## src/rtl/semafor_pkg.sv

```systemverilog
// Shared definitions for the traffic-light controller and its monitor:
// phase encoding, error codes, lamp patterns and nominal phase durations.
package semafor_pkg;

  typedef enum logic [1:0] {
    PH_GREEN   = 2'd0,
    PH_YELLOW  = 2'd1,
    PH_RED     = 2'd2,
    PH_INVALID = 2'd3
  } phase_e;

  localparam logic [2:0] ERR_NONE     = 3'd0;
  localparam logic [2:0] ERR_CONFLICT = 3'd1;
  localparam logic [2:0] ERR_SEQUENCE = 3'd2;
  localparam logic [2:0] ERR_YELLOW_T = 3'd3;
  localparam logic [2:0] ERR_RED_T    = 3'd4;

  // Nominal durations in seconds, shared with the controller.
  localparam int T_RED    = 10;
  localparam int T_GREEN  = 5;
  localparam int T_YELLOW = 2;
  localparam int T_DELAY  = 10;

  // Lamp vector order {red, yellow, green, redpieton, greenpieton}; 0 = lit.
  localparam logic [4:0] LAMPS_GREEN  = 5'b11001;
  localparam logic [4:0] LAMPS_YELLOW = 5'b10101;
  localparam logic [4:0] LAMPS_RED    = 5'b01110;

  // True when 'to' is the single permitted successor of 'from'.
  function automatic logic legal_step(input phase_e from, input phase_e to);
    case (from)
      PH_GREEN:  return to == PH_YELLOW;
      PH_YELLOW: return to == PH_RED;
      PH_RED:    return to == PH_GREEN;
      default:   return 1'b0;
    endcase
  endfunction

endpackage

```

## src/rtl/semafor_lamp_decode.sv

```systemverilog
// Maps the registered active-low lamp vector to a traffic-light phase.
module semafor_lamp_decode
  import semafor_pkg::*;
(
  input  logic [4:0] lamps,
  output phase_e     ph
);

  // Exact pattern match; anything else is a lamp conflict.
  always_comb begin
    ph = PH_INVALID;
    case (lamps)
      LAMPS_GREEN:  ph = PH_GREEN;
      LAMPS_YELLOW: ph = PH_YELLOW;
      LAMPS_RED:    ph = PH_RED;
      default:      ph = PH_INVALID;
    endcase
  end

endmodule

```

## src/rtl/semafor_monitor.sv

```systemverilog
// Traffic-light monitor: samples the lamps, decodes the phase and checks
// lamp conflicts, phase sequence and yellow/red durations.
module semafor_monitor
  import semafor_pkg::*;
#(
  parameter int T_YELLOW = semafor_pkg::T_YELLOW,
  parameter int T_RED    = semafor_pkg::T_RED,
  parameter int TOL      = 1
) (
  input  logic        clk,
  input  logic        rst,
  input  logic        impuls,
  input  logic        red,
  input  logic        yellow,
  input  logic        green,
  input  logic        redpieton,
  input  logic        greenpieton,
  input  logic        clr_err,
  output logic [1:0]  phase,
  output logic [7:0]  phase_secs,
  output logic [15:0] cycles,
  output logic        err_conflict,
  output logic        err_sequence,
  output logic        err_timing,
  output logic [2:0]  err_code
);

  logic [4:0]  lamps_p0;
  phase_e      dec_phase;
  phase_e      phase_p1;
  logic [7:0]  secs_p1;
  logic [15:0] cycles_p1;
  logic        conf_p1, seq_p1, tim_p1;
  logic [2:0]  code_p1;

  logic        changed, red_to_green;
  logic        hit_conf, hit_seq, hit_ty, hit_tr;
  logic        conf_nxt, seq_nxt, tim_nxt;
  logic [2:0]  code_nxt;

  function automatic logic [7:0] sat_inc8(input logic [7:0] v);
    return (v == 8'hFF) ? v : v + 8'd1;
  endfunction

  function automatic logic out_of_window(input logic [7:0] v, input int nom, input int tol);
    return (int'(v) < nom - tol) || (int'(v) > nom + tol);
  endfunction

  // Stage 0: lamp sample register
  always_ff @(posedge clk or negedge rst) begin
    if (!rst) lamps_p0 <= LAMPS_GREEN;
    else      lamps_p0 <= {red, yellow, green, redpieton, greenpieton};
  end

  semafor_lamp_decode u_decode (
    .lamps (lamps_p0),
    .ph    (dec_phase)
  );

  // Error detection against the previously decoded phase; INVALID on either side never counts as a sequence or timing fault.
  always_comb begin
    changed      = (dec_phase != phase_p1);
    red_to_green = changed && (phase_p1 == PH_RED) && (dec_phase == PH_GREEN);
    hit_conf     = (dec_phase == PH_INVALID);
    hit_seq      = changed && (phase_p1 != PH_INVALID) && (dec_phase != PH_INVALID)
                   && !legal_step(phase_p1, dec_phase);
    hit_ty       = changed && (phase_p1 == PH_YELLOW) && (dec_phase == PH_RED)
                   && out_of_window(secs_p1, T_YELLOW, TOL);
    hit_tr       = red_to_green && out_of_window(secs_p1, T_RED, TOL);
  end

  // Sticky flags and first-error code; a clear is applied before this cycle's detections.
  always_comb begin
    conf_nxt = clr_err ? 1'b0 : conf_p1;
    seq_nxt  = clr_err ? 1'b0 : seq_p1;
    tim_nxt  = clr_err ? 1'b0 : tim_p1;
    code_nxt = clr_err ? ERR_NONE : code_p1;
    conf_nxt = conf_nxt | hit_conf;
    seq_nxt  = seq_nxt | hit_seq;
    tim_nxt  = tim_nxt | hit_ty | hit_tr;
    if (code_nxt == ERR_NONE) begin
      if (hit_conf)     code_nxt = ERR_CONFLICT;
      else if (hit_seq) code_nxt = ERR_SEQUENCE;
      else if (hit_ty)  code_nxt = ERR_YELLOW_T;
      else if (hit_tr)  code_nxt = ERR_RED_T;
    end
  end

  // Stage 1: phase, seconds, cycle count and error state
  always_ff @(posedge clk or negedge rst) begin
    if (!rst) begin
      phase_p1  <= PH_GREEN;
      secs_p1   <= 8'd0;
      cycles_p1 <= 16'd0;
      conf_p1   <= 1'b0;
      seq_p1    <= 1'b0;
      tim_p1    <= 1'b0;
      code_p1   <= ERR_NONE;
    end else begin
      phase_p1 <= dec_phase;
      if (changed)     secs_p1 <= 8'd0;
      else if (impuls) secs_p1 <= sat_inc8(secs_p1);
      if (red_to_green) cycles_p1 <= cycles_p1 + 16'd1;
      conf_p1 <= conf_nxt;
      seq_p1  <= seq_nxt;
      tim_p1  <= tim_nxt;
      code_p1 <= code_nxt;
    end
  end

  assign phase        = phase_p1;
  assign phase_secs   = secs_p1;
  assign cycles       = cycles_p1;
  assign err_conflict = conf_p1;
  assign err_sequence = seq_p1;
  assign err_timing   = tim_p1;
  assign err_code     = code_p1;

endmodule

```

## config.mk

```make
export PLATFORM = sky130hd
export DESIGN_NAME = semafor_monitor
export DESIGN_NICKNAME = d
export VERILOG_FILES = /design/src/rtl/semafor_pkg.sv /design/src/rtl/semafor_lamp_decode.sv /design/src/rtl/semafor_monitor.sv
export SDC_FILE = /design/constraint.sdc
export NUM_CORES = 1
export LEC_CHECK = 0
export ABC_AREA = 1
export CORE_ASPECT_RATIO = 0.8
export CORE_UTILIZATION = 50
export DETAILED_ROUTE_END_ITERATION = 7
export PLACE_DENSITY = 0.81
export SLEW_MARGIN = 20
export SYNTH_ARGS = -nofsm -noshare
export SYNTH_HDL_FRONTEND = slang
export SYNTH_SLANG_ARGS = --single-unit
```

## constraint.sdc

```tcl
create_clock -name clk -period 1.8 [get_ports clk]
set_input_delay 0.36 -clock clk [delete_from_list [all_inputs] [get_ports clk]]
set_output_delay 0.36 -clock clk [all_outputs]
set_load 0.01 [all_outputs]
```

# Yosys cells after proc, flatten, opt, wreduce, memory -nomap -nowiden
# Index checks and enable logic that the tools add are counted.
[classes]
muxes = 14
magnitude_cmp = 4
n_reduce_logical = 17
bitwise = 4
n_eq_ne = 13
addsub = 2
[ops]
columns = ["operator", "n"]
rows = [
  ["$mux 8", 3],
  ["$mux 3", 6],
  ["$add 16x1->16 const B", 1],
  ["$eq 5x5->1 const B", 2],
  ["$logic_and 1x1->1", 9],
  ["$add 8x1->8 const B", 1],
  ["$eq 8x8->1 const B", 1],
  ["$gt 8x2->1 const B", 1],
  ["$gt 8x4->1 const B", 1],
  ["$lt 8x1->1 const B", 1],
  ["$lt 8x4->1 const B", 1],
  ["$eq 2x2->1 const B", 3],
  ["$ne 2x2->1 const B", 3],
  ["$pmux 2 s3", 1],
  ["$eq 5x4->1 const B", 1],
  ["$eq 2x1->1 const B", 2],
  ["$logic_not 2->1", 2],
  ["$or 1x1->1", 4],
  ["$logic_not 3->1", 1],
  ["$mux 1", 3],
  ["$pmux 1 s3", 1],
  ["$logic_or 1x1->1", 2],
  ["$ne 2x2->1", 1],
  ["$reduce_and 2->1", 1],
  ["2 further kinds", 2],
]
[totals]
word_cells = 62
ff_bits = 37
input_bits = 9
output_inout_bits = 32

# Longest topological paths before layout
[logic_depth]
depth_word = 11
mapped_depth = 11
ltp_nobuf = 11

# Cells and area by module
# Synthesis repeated with hierarchy kept, for this count alone.
[hier_totals]
hier_cells = 255
area_unflattened_um2 = 1964.4
[by_module_without_submodules]
columns = ["module", "cells_each", "instances", "area_per_inst_um2", "seq_area_each_um2"]
rows = [
  ["semafor_monitor", 240, 1, 1900.6, 929.6],
  ["semafor_lamp_decode", 15, 1, 63.8, 0.0],
]

# Least setup slack after synthesis
# OpenSTA, ideal clock, no wires.
[synth_path]
path_type = "register -> register"
startpoint = "register lamps_p0[4]"
endpoint = "register cycles_p1[15], in the netlist cycles[15]"
n_path_buf = 0
t_arrival_ps = 1358
path_stages_with_launch = 9
setup_ps = 125
required_time_ps = 1675
period_less_slack_ps = 1483
slack_ps = 317
path_cell_list = "dfstp_2 > nand3_2 > nor2_4 > nand2_4 > nor2_4 > nand3_2 > nor2_4 > nand2_2 > xnor2_2"
[synth_between]
elab_chain_len = 5
elab_cells_between_ends = 8
classes_between = "4 x eq/ne; 1 x mux; 3 x reduce/logical"
[synth_lines]
columns = ["item", "line", "rtl"]
rows = [
  ["start: declaration", "semafor_monitor.sv:28", "logic [4:0] lamps_p0;"],
  ["start signal: assignment", "semafor_monitor.sv:52", "else lamps_p0 <= {red, yellow, green, redpieton, greenpieton};"],
  ["$eq 5x4->1 or $eq 5x5->1 (tied branches)", "semafor_lamp_decode.sv:12", "case (lamps)"],
  ["$pmux 2 s3 (*)", "semafor_lamp_decode.sv:12", ""],
  ["$ne 2x2->1", "semafor_monitor.sv:62", "changed = (dec_phase != phase_p1);"],
  ["$logic_and 1x1->1", "semafor_monitor.sv:63", "red_to_green = changed && (phase_p1 == PH_RED) && (dec_phase == PH_GREEN);"],
  ["$logic_and 1x1->1 (*)", "semafor_monitor.sv:63", ""],
  ["end signal: assignment", "semafor_monitor.sv:103", "if (red_to_green) cycles_p1 <= cycles_p1 + 16'd1;"],
  ["end: declaration", "semafor_monitor.sv:32", "logic [15:0] cycles_p1;"],
]
# Mark *: on every way between the ends. The rest lies on a longest branch, timed or not.
# A chain may end at the register's enable or synchronous reset.

# Worst setup path in the final report
[layout_path]
startpoint = "register secs_p1[3], in the netlist phase_secs[3]"
endpoint = "output phase_secs[3]"
[layout_rtl]
columns = ["item", "line", "rtl"]
rows = [
  ["start: declaration", "semafor_monitor.sv:31", "logic [7:0] secs_p1;"],
  ["start signal: assignment", "semafor_monitor.sv:102", "else if (impuls) secs_p1 <= sat_inc8(secs_p1);"],
  ["end: declaration", "semafor_monitor.sv:20", "output logic [7:0] phase_secs,"],
]
# No word-level cell between the ends.

==> impl_results.md <==
* Status: finished clean
* Hold Buf Count CTS at 0
* Initial antenna violation count at 0
* # port buffers at 40
* Fin area at 2390 um^2
* CTS H-tree depth at 2
* Rel. slew slack at 70.4%
* Global-route wire length before repair at 6230 um
* Most common cell after layout, fill and taps aside: nand2_1
* Post-synth EDFFs at 0
* Actual slew at the worst max-slew pin at 444 ps
* Max FO, Critical Path at 6
* DRT antenna net count at 0
* RSZ-0062 raised after global routing: false
* Post-Syn Area at 1820 um^2
* Hold Crit Class: in -> async
* Slowest-stage cell, CP: clkdlybuf4s50_1
* Largest net degree at the start of global routing at 20
* Peak supply drop at 472 uV
* Placement Cell Area at 2290 um^2
* Min Clock Period, post-route at 1710 ps
* Post-synthesis register bit count at 37
* Antenna Cells at 0
* Total chip power at 1.77 mW
* Critical path launch point type: flip-flop
* Cts bufs inserted at 5
* Pleak at 1.18 nW
* Fill cells at 292
* Fin. Hold Viols at 0
* Share of cells above drive strength 1 at 13.7%
* DRT met1 WL at 1780 um
* Syn Nets at 211
* All-layer global routing usage at 20.7%
* NumNets Final at 259
* Placed Cells at 282
* GP Congestion at 0.764
* Drt first pass iters at 4
* Setup tns final at 0 ps
* Synth Warn # at 0
* Max Buffers Root-to-Sink at 2
* Site Rows at 19
* Post-place setup slack at 190 ps
* Wire per inst at 12.3 um
* Global route overflow at 0
* Root Driver: clkbuf_8
* Initial drt markers at 78
* WP buf/inv at 1
* Data required time of the worst path at 1440 ps
* Crit path cell chain: clkdlybuf4s50_1
* Setup Fix Bufs, Post-CTS at 0
* Die Span Y at 56.0 um
* Commonest non-fill, non-tap cells in the layout: nand2_1 (50), clkdlybuf4s50_1 (39), dfrtp_1 (34)
* Cells after Synth at 199
* Clk Latency, worst-skew pair at 290 ps
* Initial Utilization at 52.8%
* Metal3 WL at 170 um
* Netlist cell types at 27
* PwrDens at 740 nW/um^2
* CP endpoint kind: output port
* Worst path max stage delay at 600 ps
* Final worst setup slack at 90.8 ps
* Final Skew at 5.40 ps
* Finished Core Util at 69.4%
* CP Class: reg -> out
* Die ar. at 3890 um^2
* Core ar. at 3450 um^2
* Largest delay contributor family on the critical path: buffers and inverters
* Final std cells w/o fill at 290
* Tcrit/Tclk final at 95.0%
* Die X at 69.5 um
* # DRC at 0
* Hold Slack at 8.00 ps
* # IOs at 41
* CTS tree: built
* Met2 wire len at 1600 um
* Post-synthesis sequential area ratio at 51.0%
* HPWL Detailed at 2650 um
* # clock sinks at 37
* Setup Viol. Count Final at 0
* Drt via density at 4.98
* Drt total wl at 3570 um
* CTS clk-pin slew, worst paths at 70 ps
* Max_cap viols at 0
* Vias in the first global route at 1346
* F_max at 585 MHz
* Async set-reset flop share out of synthesis at 100%
* Post_cts resized at 0
* Area Growth Syn to Fin at 31.4%
* Synthesized area per cell at 9.15 um^2
* DR vias at 1443
* Final Max Tran Viols at 0
* Uppermost layer routed: met4
* Arr. time, crit path at 1350 ps
* Synth Flop Type: dfrtp_1
[layer usage]
layer  vias up  GRT usage (%)
met1       685           28.7
li1        722              -
met4         0           7.00
met3         4           6.52
met2        32           30.9
met5         -              0
[cells in the mapped netlist (4+ instances only)]
library cell	instances	area share [%]
xor2_1	11	5.3
nor2_4	5	3.1
inv_1	21	4.3
xnor2_1	4	1.9
nand2_1	51	11
nand3_1	13	3.6
nor2_1	23	4.7
dfrtp_1	34	47
nand2_2	4	1.4
[flip-flops by register name (all words and copies together) (netlist names)]
signal and count:
cycles 16, err_code 3, err_conflict 1, err_sequence 1
err_timing 1, lamps_p0 5, phase 2, phase_secs 8
[layout make-up]
cell class / instances / area (um^2) / share of cell area, %
multi-input cells: 140 / 812 / 33.9
well taps: 42 / 52.6 / 2.20
inverters: 22 / 82.6 / 3.45
clock buffers: 7 / 96.3 / 4.03
repair buffers: 41 / 415 / 17.4
clock inverters: 1 / 5.00 / 0.209
flip-flops and latches: 37 / 930 / 38.8
[kinds of logic (layout without fill, tap and decap cells)]
group	after synthesis	in the layout	share of synthesized area [%]
fa+ha+maj	3	3	2.06
compound gates	9	9	2.75
flops	37	37	51.0
simple gates	111	111	30.6
xor+xnor	17	17	9.00
buf+inv	22	71	4.53
[report_power, final]
part           switching [mW]  total (mW)  leakage (nW)  internal [mW]
clock network           0.277       0.623        0.0542          0.346
logic                   0.122       0.235         0.646          0.113
registers              0.0438       0.913         0.480          0.870
[worst paths after layout]
kind                                     from       endpoint  slack [ps]  depth (start not counted)
worst max-delay path            phase_secs[3]  phase_secs[3]          90                          1
worst min-delay path                      rst  phase_secs[3]           8                          1
worst max register to register    lamps_p0[0]    err_code[1]         180                         11
worst min register to register     cycles[13]     cycles[13]         490                          1
max in group asynchronous                 rst     cycles[12]        1350                          2
min in group clk                          red    lamps_p0[4]         470                          1
Power figures use the tool's default switching activity.
